[config.mk]
export PLATFORM = sky130hd
export DESIGN_NAME = rv_commit_trace_fifo_flat
export DESIGN_NICKNAME = d
export VERILOG_FILES = /design/src/rtl/rv_commit_trace_fifo_if.sv /design/src/rtl/rv_commit_trace_fifo.sv /design/src/flat_wrapper.sv
export SDC_FILE = /design/constraint.sdc
export NUM_CORES = 2
export LEC_CHECK = 0
export ABC_AREA = 1
export ABC_CLOCK_PERIOD_IN_PS = 13440
export BUFFER_PORTS_ARGS = -buffer_cell sky130_fd_sc_hd__buf_2
export CORE_UTILIZATION = 56
export DETAILED_ROUTE_END_ITERATION = 16
export PLACE_DENSITY = 0.76
export RECOVER_POWER = 100
export SKIP_CTS_REPAIR_TIMING = 1
export SYNTH_ARGS = -nofsm -noshare
export SYNTH_HDL_FRONTEND = slang
export SYNTH_SLANG_ARGS = --single-unit
export TNS_END_PERCENT = 50
[constraint.sdc]
create_clock -name clk -period 13.44 [get_ports clk]
set_input_delay 2.016 -clock clk [delete_from_list [all_inputs] [get_ports clk]]
set_output_delay 2.016 -clock clk [all_outputs]
set_load 0.01 [all_outputs]
[src/rtl/rv_commit_trace_fifo_if.sv]
// Retirement-trace bundle: retire capture side, trace consumer side and status.
// Optional macro TRACE_STAMP_EN adds the trc_stamp_o field.
interface rv_commit_trace_fifo_if #(
    parameter int unsigned DEPTH  = 16,
    parameter int unsigned XLEN   = 32,
    parameter int unsigned DCNT_W = 16
);
    localparam int unsigned CW = $clog2(DEPTH) + 1;

    logic            clr_i;
    logic            ret_valid_i;
    logic [XLEN-1:0] ret_pc_i;
    logic [31:0]     ret_instr_i;
    logic            ret_rd_we_i;
    logic [4:0]      ret_rd_i;
    logic [XLEN-1:0] ret_rd_data_i;
    logic            ret_mem_we_i;
    logic [XLEN-1:0] ret_mem_addr_i;
    logic [XLEN-1:0] ret_mem_wdata_i;

    logic            trc_valid_o;
    logic            trc_ready_i;
    logic [XLEN-1:0] trc_pc_o;
    logic [31:0]     trc_instr_o;
    logic            trc_rd_we_o;
    logic [4:0]      trc_rd_o;
    logic [XLEN-1:0] trc_rd_data_o;
    logic            trc_mem_we_o;
    logic [XLEN-1:0] trc_mem_addr_o;
    logic [XLEN-1:0] trc_mem_wdata_o;
`ifdef TRACE_STAMP_EN
    logic [31:0]     trc_stamp_o;
`endif

    logic [CW-1:0]     count_o;
    logic              overflow_o;
    logic [DCNT_W-1:0] drop_cnt_o;

    // FIFO view
    modport slave (
        input  clr_i, ret_valid_i, ret_pc_i, ret_instr_i, ret_rd_we_i, ret_rd_i,
               ret_rd_data_i, ret_mem_we_i, ret_mem_addr_i, ret_mem_wdata_i, trc_ready_i,
        output trc_valid_o, trc_pc_o, trc_instr_o, trc_rd_we_o, trc_rd_o, trc_rd_data_o,
               trc_mem_we_o, trc_mem_addr_o, trc_mem_wdata_o, count_o, overflow_o, drop_cnt_o
`ifdef TRACE_STAMP_EN
        , output trc_stamp_o
`endif
    );

    // Core + monitor view
    modport master (
        output clr_i, ret_valid_i, ret_pc_i, ret_instr_i, ret_rd_we_i, ret_rd_i,
               ret_rd_data_i, ret_mem_we_i, ret_mem_addr_i, ret_mem_wdata_i, trc_ready_i,
        input  trc_valid_o, trc_pc_o, trc_instr_o, trc_rd_we_o, trc_rd_o, trc_rd_data_o,
               trc_mem_we_o, trc_mem_addr_o, trc_mem_wdata_o, count_o, overflow_o, drop_cnt_o
`ifdef TRACE_STAMP_EN
        , input trc_stamp_o
`endif
    );
endinterface

[src/rtl/rv_commit_trace_fifo.sv]
// Retirement-trace FIFO: captures one normalised record per retired instruction,
// queues DEPTH of them and presents the head on a valid/ready port. The core is
// never stalled; a push into a full FIFO without a pop is dropped and counted.
// Optional macro TRACE_STAMP_EN stores a 32-bit retire-cycle stamp per record.
module rv_commit_trace_fifo #(
    parameter int unsigned DEPTH  = 16,
    parameter int unsigned XLEN   = 32,
    parameter int unsigned DCNT_W = 16
) (
    input logic                  clk,
    input logic                  rst,
    rv_commit_trace_fifo_if.slave bus
);
    localparam int unsigned AW = $clog2(DEPTH);
    localparam int unsigned CW = AW + 1;
`ifdef TRACE_STAMP_EN
    localparam int unsigned SW = 32;
`else
    localparam int unsigned SW = 0;
`endif
    localparam int unsigned RW = 4 * XLEN + 39 + SW;

    logic [RW-1:0]     mem [DEPTH];
    logic [AW-1:0]     wr_ptr_q, rd_ptr_q;
    logic [CW-1:0]     count_q;
    logic              overflow_q;
    logic [DCNT_W-1:0] drop_cnt_q;

    logic          full, valid, pop, push, drop, rd_live, st_live;
    logic [RW-1:0] wr_rec, head;

`ifdef TRACE_STAMP_EN
    logic [31:0] cyc_q;

    // Free-running retire-cycle stamp
    always_ff @(posedge clk or posedge rst) begin
        if (rst)            cyc_q <= '0;
        else if (bus.clr_i) cyc_q <= '0;
        else                cyc_q <= cyc_q + 32'd1;
    end
`endif

    assign full    = (count_q == CW'(DEPTH));
    assign valid   = (count_q != '0);
    assign pop     = valid && bus.trc_ready_i;
    assign push    = bus.ret_valid_i && (!full || pop);
    assign drop    = bus.ret_valid_i && full && !pop;
    // x0 writes and non-stores carry no payload; zero it so monitors see canonical records
    assign rd_live = (bus.ret_rd_i != 5'd0);
    assign st_live = bus.ret_mem_we_i;

    assign wr_rec = {bus.ret_pc_i, bus.ret_instr_i,
                     bus.ret_rd_we_i && rd_live, bus.ret_rd_i,
                     rd_live ? bus.ret_rd_data_i : XLEN'(0),
                     st_live,
                     st_live ? bus.ret_mem_addr_i : XLEN'(0),
                     st_live ? bus.ret_mem_wdata_i : XLEN'(0)
`ifdef TRACE_STAMP_EN
                     , cyc_q
`endif
                    };

    // Head is forced to zero when empty so stale storage never leaks out
    assign head = valid ? mem[rd_ptr_q] : RW'(0);

    assign {bus.trc_pc_o, bus.trc_instr_o, bus.trc_rd_we_o, bus.trc_rd_o, bus.trc_rd_data_o,
            bus.trc_mem_we_o, bus.trc_mem_addr_o, bus.trc_mem_wdata_o
`ifdef TRACE_STAMP_EN
            , bus.trc_stamp_o
`endif
           } = head;

    assign bus.trc_valid_o = valid;
    assign bus.count_o     = count_q;
    assign bus.overflow_o  = overflow_q;
    assign bus.drop_cnt_o  = drop_cnt_q;

    // Record storage; contents need no reset because the pointers gate visibility
    always_ff @(posedge clk) begin
        if (push) mem[wr_ptr_q] <= wr_rec;
    end

    // Pointers, occupancy and overflow bookkeeping
    always_ff @(posedge clk or posedge rst) begin
        if (rst) begin
            wr_ptr_q   <= '0;
            rd_ptr_q   <= '0;
            count_q    <= '0;
            overflow_q <= 1'b0;
            drop_cnt_q <= '0;
        end else if (bus.clr_i) begin
            wr_ptr_q   <= '0;
            rd_ptr_q   <= '0;
            count_q    <= '0;
            overflow_q <= 1'b0;
            drop_cnt_q <= '0;
        end else begin
            if (push) wr_ptr_q <= wr_ptr_q + AW'(1);
            if (pop)  rd_ptr_q <= rd_ptr_q + AW'(1);
            if (push && !pop)      count_q <= count_q + CW'(1);
            else if (pop && !push) count_q <= count_q - CW'(1);
            if (drop) begin
                overflow_q <= 1'b1;
                if (drop_cnt_q != '1) drop_cnt_q <= drop_cnt_q + DCNT_W'(1);
            end
        end
    end
endmodule

[src/flat_wrapper.sv]
// flat-port wrapper written by rule: the top's interface ports become plain ports
module rv_commit_trace_fifo_flat 
#(
    parameter int unsigned DEPTH  = 16,
    parameter int unsigned XLEN   = 32,
    parameter int unsigned DCNT_W = 16
)
  (clk, rst, bus_clr_i, bus_ret_valid_i, bus_ret_pc_i, bus_ret_instr_i, bus_ret_rd_we_i, bus_ret_rd_i, bus_ret_rd_data_i, bus_ret_mem_we_i, bus_ret_mem_addr_i, bus_ret_mem_wdata_i, bus_trc_ready_i, bus_trc_valid_o, bus_trc_pc_o, bus_trc_instr_o, bus_trc_rd_we_o, bus_trc_rd_o, bus_trc_rd_data_o, bus_trc_mem_we_o, bus_trc_mem_addr_o, bus_trc_mem_wdata_o, bus_count_o, bus_overflow_o, bus_drop_cnt_o);
  rv_commit_trace_fifo_if #(.DEPTH(DEPTH), .XLEN(XLEN), .DCNT_W(DCNT_W)) bus_i ();
  input logic clk;
  input logic rst;
  input wire logic [$bits(bus_i.clr_i)-1:0] bus_clr_i;
  input wire logic [$bits(bus_i.ret_valid_i)-1:0] bus_ret_valid_i;
  input wire logic [$bits(bus_i.ret_pc_i)-1:0] bus_ret_pc_i;
  input wire logic [$bits(bus_i.ret_instr_i)-1:0] bus_ret_instr_i;
  input wire logic [$bits(bus_i.ret_rd_we_i)-1:0] bus_ret_rd_we_i;
  input wire logic [$bits(bus_i.ret_rd_i)-1:0] bus_ret_rd_i;
  input wire logic [$bits(bus_i.ret_rd_data_i)-1:0] bus_ret_rd_data_i;
  input wire logic [$bits(bus_i.ret_mem_we_i)-1:0] bus_ret_mem_we_i;
  input wire logic [$bits(bus_i.ret_mem_addr_i)-1:0] bus_ret_mem_addr_i;
  input wire logic [$bits(bus_i.ret_mem_wdata_i)-1:0] bus_ret_mem_wdata_i;
  input wire logic [$bits(bus_i.trc_ready_i)-1:0] bus_trc_ready_i;
  output wire logic [$bits(bus_i.trc_valid_o)-1:0] bus_trc_valid_o;
  output wire logic [$bits(bus_i.trc_pc_o)-1:0] bus_trc_pc_o;
  output wire logic [$bits(bus_i.trc_instr_o)-1:0] bus_trc_instr_o;
  output wire logic [$bits(bus_i.trc_rd_we_o)-1:0] bus_trc_rd_we_o;
  output wire logic [$bits(bus_i.trc_rd_o)-1:0] bus_trc_rd_o;
  output wire logic [$bits(bus_i.trc_rd_data_o)-1:0] bus_trc_rd_data_o;
  output wire logic [$bits(bus_i.trc_mem_we_o)-1:0] bus_trc_mem_we_o;
  output wire logic [$bits(bus_i.trc_mem_addr_o)-1:0] bus_trc_mem_addr_o;
  output wire logic [$bits(bus_i.trc_mem_wdata_o)-1:0] bus_trc_mem_wdata_o;
  output wire logic [$bits(bus_i.count_o)-1:0] bus_count_o;
  output wire logic [$bits(bus_i.overflow_o)-1:0] bus_overflow_o;
  output wire logic [$bits(bus_i.drop_cnt_o)-1:0] bus_drop_cnt_o;
  assign bus_i.clr_i = bus_clr_i;
  assign bus_i.ret_valid_i = bus_ret_valid_i;
  assign bus_i.ret_pc_i = bus_ret_pc_i;
  assign bus_i.ret_instr_i = bus_ret_instr_i;
  assign bus_i.ret_rd_we_i = bus_ret_rd_we_i;
  assign bus_i.ret_rd_i = bus_ret_rd_i;
  assign bus_i.ret_rd_data_i = bus_ret_rd_data_i;
  assign bus_i.ret_mem_we_i = bus_ret_mem_we_i;
  assign bus_i.ret_mem_addr_i = bus_ret_mem_addr_i;
  assign bus_i.ret_mem_wdata_i = bus_ret_mem_wdata_i;
  assign bus_i.trc_ready_i = bus_trc_ready_i;
  assign bus_trc_valid_o = bus_i.trc_valid_o;
  assign bus_trc_pc_o = bus_i.trc_pc_o;
  assign bus_trc_instr_o = bus_i.trc_instr_o;
  assign bus_trc_rd_we_o = bus_i.trc_rd_we_o;
  assign bus_trc_rd_o = bus_i.trc_rd_o;
  assign bus_trc_rd_data_o = bus_i.trc_rd_data_o;
  assign bus_trc_mem_we_o = bus_i.trc_mem_we_o;
  assign bus_trc_mem_addr_o = bus_i.trc_mem_addr_o;
  assign bus_trc_mem_wdata_o = bus_i.trc_mem_wdata_o;
  assign bus_count_o = bus_i.count_o;
  assign bus_overflow_o = bus_i.overflow_o;
  assign bus_drop_cnt_o = bus_i.drop_cnt_o;
  rv_commit_trace_fifo #(.DEPTH(DEPTH), .XLEN(XLEN), .DCNT_W(DCNT_W)) u_core (.clk(clk), .rst(rst), .bus(bus_i));
endmodule
Word-level counts from Yosys, hierarchy flattened
Memories as Yosys holds them, arrays and structs flattened.
Cells that the tools add are included.
Word-level totals
  flip-flop bits (word level): 30
  bits in latches: 0
  memory bits (writable): 2672
  memory bits (read-only): 0
  bits of input ports: 172
  output and inout port bits: 190
  word-level logic and storage cells: 50
  memories kept: 1
Cells by class
  $add $sub $neg: 5
  multipliers: 0
  div/mod/pow operators: 0
  order comparisons: 0
  equality and inequality tests: 2
  shift operators: 0
  mux-type cells: 18
  bitwise logic cells: 0
  reduce and logical (&&, ||, !) cells: 19
Memory list
  u_core.mem: depth 16, bits a word 167, rd ports 1, clocked after Yosys merged registers in 0, write ports 1, line rv_commit_trace_fifo.sv:23  | logic [RW-1:0] mem [DEPTH];
Operators with widths (number)
  $mux 167: 1
  $mux 32: 3
  $mux 16: 3
  $add 16x1->16 const B: 1
  $mux 4: 4
  $ne 16x16->1 const B: 1
  $mux 5: 3
  $reduce_bool 5->1: 2
  $add 4x1->4 const B: 2
  $reduce_bool 2->1: 4
  $logic_and 1x1->1: 7
  $add 5x1->5 const B: 1
  $eq 5x5->1 const B: 1
  $sub 5x1->5 const B: 1
  $mux 1: 4
  $logic_not 1->1: 3
  $reduce_bool 3->1: 1
  $reduce_and 2->1: 1
  $logic_or 1x1->1: 1

Logic depth before layout (Yosys ltp)
  word-level depth: 9
  depth in mapped cells: 12

Worst setup path after synthesis
No wires, ideal clock.
  kind: input -> register
  start: in bus_trc_ready_i
  end: mem u_core.mem[11][0] in the netlist's numbering, enable pin
  setup time: 0.697 ns
  data arrival time: 9.646 ns
  data required time: 12.743 ns
  path slack: 3.097 ns
  stages on the path: 4
  path buffers: 0
  path through: nand2_1 a21oi_1 nand2_1 nor2_1
Between the ends
  cells in the longest elaborated chain, start to end: 5
Ends and longest elaborated chain
  from (decl): line flat_wrapper.sv:22  | input wire logic [$bits(bus_i.trc_ready_i)-1:0] bus_trc_ready_i;
  $logic_and 1x1->1: line rv_commit_trace_fifo.sv:45  | assign pop = valid && bus.trc_ready_i;
  $logic_or 1x1->1: line rv_commit_trace_fifo.sv:46  | assign push = bus.ret_valid_i && (!full || pop);
  $logic_and 1x1->1: line rv_commit_trace_fifo.sv:46
  $mux 1: line rv_commit_trace_fifo.sv:80  | if (push) mem[wr_ptr_q] <= wr_rec;
  $mux 1 (implied by the code): line rv_commit_trace_fifo.sv:80
  to (decl): line rv_commit_trace_fifo.sv:23
Every way passes these cells.

Worst setup path after layout
  start: in bus_trc_ready_i
  end: mem u_core.mem[3][74] in the netlist's numbering, enable pin
Same word-level chain as after synthesis.

==> flow_summary.toml <==
[sta]
worst_pin_slew_ps = 9668
max_slew_margin = -5.445
fmax_ghz = 0.09304
finalSetupTns_ps = 0
hold_viol = 0
finalMaxSlewViolations = 2211
report.final.setup_viol = 0
fin_crit_sh = 0.7997
fin_skew_ps = 48.66
rsz0062_at_grt = "false"
fin_crit_ps = 10750

[cells_and_area]
post-route-util = 0.6257
syn_to_final_growth_pct = 10.91
regArea_um2 = 81000
drive_gt1_frac = 0.06269
nets = 8585
nFillCells = 13700
multi_input_area_um2 = 23180
final_cells = 11130

[clock_network]
clock_latency_ps = 940
cts_made_buffers = 286
clkTransAtPathRegs_ps = 50
cts_tree = "yes"
cts_buffer_depth = 4
cts_sinks = 2702
root_buffer = "clkbuf_16"
cts-htree-levels = 5

[grt]
grt_pass1_wl_mm = 409.8
grt_max_degree = 262
track_usage = 0.2831
grt_pass1_vias = 67380
grt.overflow.total = 0
antenna_found_initial = 32

[power_and_ir_drop]
p_sw_mw = 7.179
p_seq_frac = 0.425
pwr_density_cell_nw_per_um2 = 189.9
ir_drop_mv = 0.1687
p_total_mw = 22.60
p_sw_frac = 0.3177
power.share.clock = 0.334
leakage_nw = 38.42
combPwrFrac = 0.241
p_int_mw = 15.42

[critical_path]
cp_slowest_cell = "clkdlybuf4s25_1"
critPathKind = "input port to register"
crit_chain = "clkbuf_1 -> nand2_1 -> a21oi_1 -> nand2_1 -> nor2_1 -> clkdlybuf4s25_1"
crit_path_start_kind = "input port"
critPathCaptureType = "register"
crit_fanout = 107
slowest_delay_ps = 6060
crit_arrival_ps = 10990
crit_top_cell = "nand2_1"
required_ps = 13690

[placed_design]
gp_congestion = 0.8110
portBuffers = 361
dp.cells = 10630
dp_hpwl_mm = 128.1

[synth]
yosysSeqAreaShare = 0.7549
ys_seq_elements = 2702
syn_area_um2 = 107300
syn-instance-count = 8249
syn_area_per_cell_um2 = 13.01
yosysWarnings = 0
synth.distinct_cells = 29
syn-num-nets = 8432

[floorplanning]
die_h_um = 439.7
die_area_um2 = 193300
die_w_um = 439.7
io_pins = 362
initial_core_util = 0.5641
core_area_um2 = 190200
row_count = 160

[detailed_routing]
drt_pass1_iterations = 8
wl_mm = 279.0
ant_nets = 0
vias_per_cell = 6.255
vias = 69640
dr.first_iter.drc_count = 8552
drc_errors = 0
wl_per_cell_um = 25.06

[outcome]
status = "finished, violations left"
violations = "capacitance limit, slew limit"

[hold_path]
hold_path_class = "register to register"

[job]
drv_cap = 55
-- per-layer routing --
| metal | GRT usage | wire (um) |
|---|---|---|
| met5 | 0 | 74 |
| met4 | 0.1533 | 13860 |
| met3 | 0.04896 | 27090 |
| met2 | 0.4599 | 134600 |
| met1 | 0.3651 | 103400 |
-- synth_stat cells --
master | number | share of area
edfxtp_1 | 2672 | 0.75
nor2_1 | 2047 | 0.072
o21ai_0 | 927 | 0.043
o211ai_1 | 668 | 0.047
o21ai_1 | 429 | 0.020
clkbuf_1 | 372 | 0.013
nand3_1 | 369 | 0.017
nand2_1 | 176 | 0.0062
a21oi_1 | 172 | 0.0080
buf_2 | 129 | 0.0060
inv_1 | 128 | 0.0045
buf_4 | 41 | 0.0029
buf_1 | 35 | 0.0012
dfrtp_1 | 30 | 0.0070
buf_6 | 12 | 0.0013
ha_1 | 10 | 0.0012
nor3_1 | 6 | 0.00028
nand4_1 | 5 | 0.00029
xor2_1 | 5 | 0.00041
or2_2 | 3 | 0.00017
clkinv_1 | 2 | 0.000070
inv_2 | 2 | 0.000070
nand3b_1 | 2 | 0.00014
o21bai_1 | 2 | 0.00014
a211oi_1 | 1 | 0.000070
a31o_2 | 1 | 0.000082
a31oi_1 | 1 | 0.000058
and2_1 | 1 | 0.000058
fa_1 | 1 | 0.00019
-- metrics by stage --
stage | area [um^2] | hold slack, ps | setup WS, ps
5_1_grt | 119000 | 585.4 | 2601
3_3_place_gp | 110700 | 514.9 | 6681
2_1_floorplan | 107300 | 547.9 | 3097
3_5_place_dp | 110700 | 526.0 | 6618
4_1_cts | 119600 | 545.3 | 5606
6_report | 119000 | 548.1 | 2692
-- kinds of logic (layout without fill, tap and decap cells) --
group,Yosys count,in the layout,synth area share
buffers and inverters,721,1070,0.02901
AO/OA/AOI/OAI,2201,2201,0.1184
flip-flops,2702,2702,0.7549
AND/OR/NAND/NOR,2609,2609,0.09594
other,0,23,0
adder cells (fa/ha/maj),11,11,0.001353
XOR/XNOR,5,5,0.0004082
-- registers in the layout, summed over array words and instances (netlist names) --
name,cells
u_core.rd_ptr_q,4
u_core.bus.count_o,5
u_core.wr_ptr_q,4
u_core.mem,2672
u_core.bus.drop_cnt_o,16
u_core.bus.overflow_o,1
-- critical path: cells and delay by family --
| family | cells | cell delay [ps] |
|---|---|---|
| compound gates | 1 | 510 |
| buf+inv | 2 | 6210 |
| simple gates | 3 | 1890 |
-- final cells by class --
type,count,area share
antenna,23,0.0004837
timing repair buffer,454,0.01887
inverter,132,0.004479
multi-input combinational,4826,0.1948
clock inverter,122,0.009947
clock buffer,362,0.06431
sequential,2702,0.6807
tap,2511,0.02640
-- power by group through the flow --
stage | Sequential [mW] | Combinational [mW] | Clock [mW]
2_1_floorplan | 9.76 | 3.66 | 0
3_3_place_gp | 9.76 | 5.29 | 0
3_5_place_dp | 9.76 | 5.45 | 0
4_1_cts | 9.59 | 5.50 | 7.61
5_1_grt | 9.62 | 5.96 | 7.92
6_report | 9.61 | 5.45 | 7.54
-- worst paths after layout --
path                                      startpoint                         to  slack, ps  cells after the start
setup / recovery                     bus_trc_ready_i          u_core.mem[3][74]       2690                      6
setup reg to reg               u_core.bus.count_o[0]          u_core.mem[3][74]       3100                      7
max in group asynchronous                        rst         u_core.rd_ptr_q[1]      10230                      3
hold reg to reg            u_core.bus.drop_cnt_o[15]  u_core.bus.drop_cnt_o[15]        550                      2
min in group asynchronous                        rst   u_core.bus.drop_cnt_o[0]       1810                      3
hold / removal             u_core.bus.drop_cnt_o[15]  u_core.bus.drop_cnt_o[15]        550                      2
-- placed cells by master (no fill, tap or decap), types with 28 or more instances in the layout --
master and instances:
nand3_1 369, o21ai_0 927, edfxtp_1 2672, a21oi_1 172
inv_1 126, o211ai_1 668, o21ai_1 429, clkbuf_1 353
dfrtp_1 28, clkinv_1 57, buf_4 36, buf_2 112
clkbuf_16 294, nand2_1 176, nor2_1 2047
No activity file was read; power rests on OpenSTA's default activity.
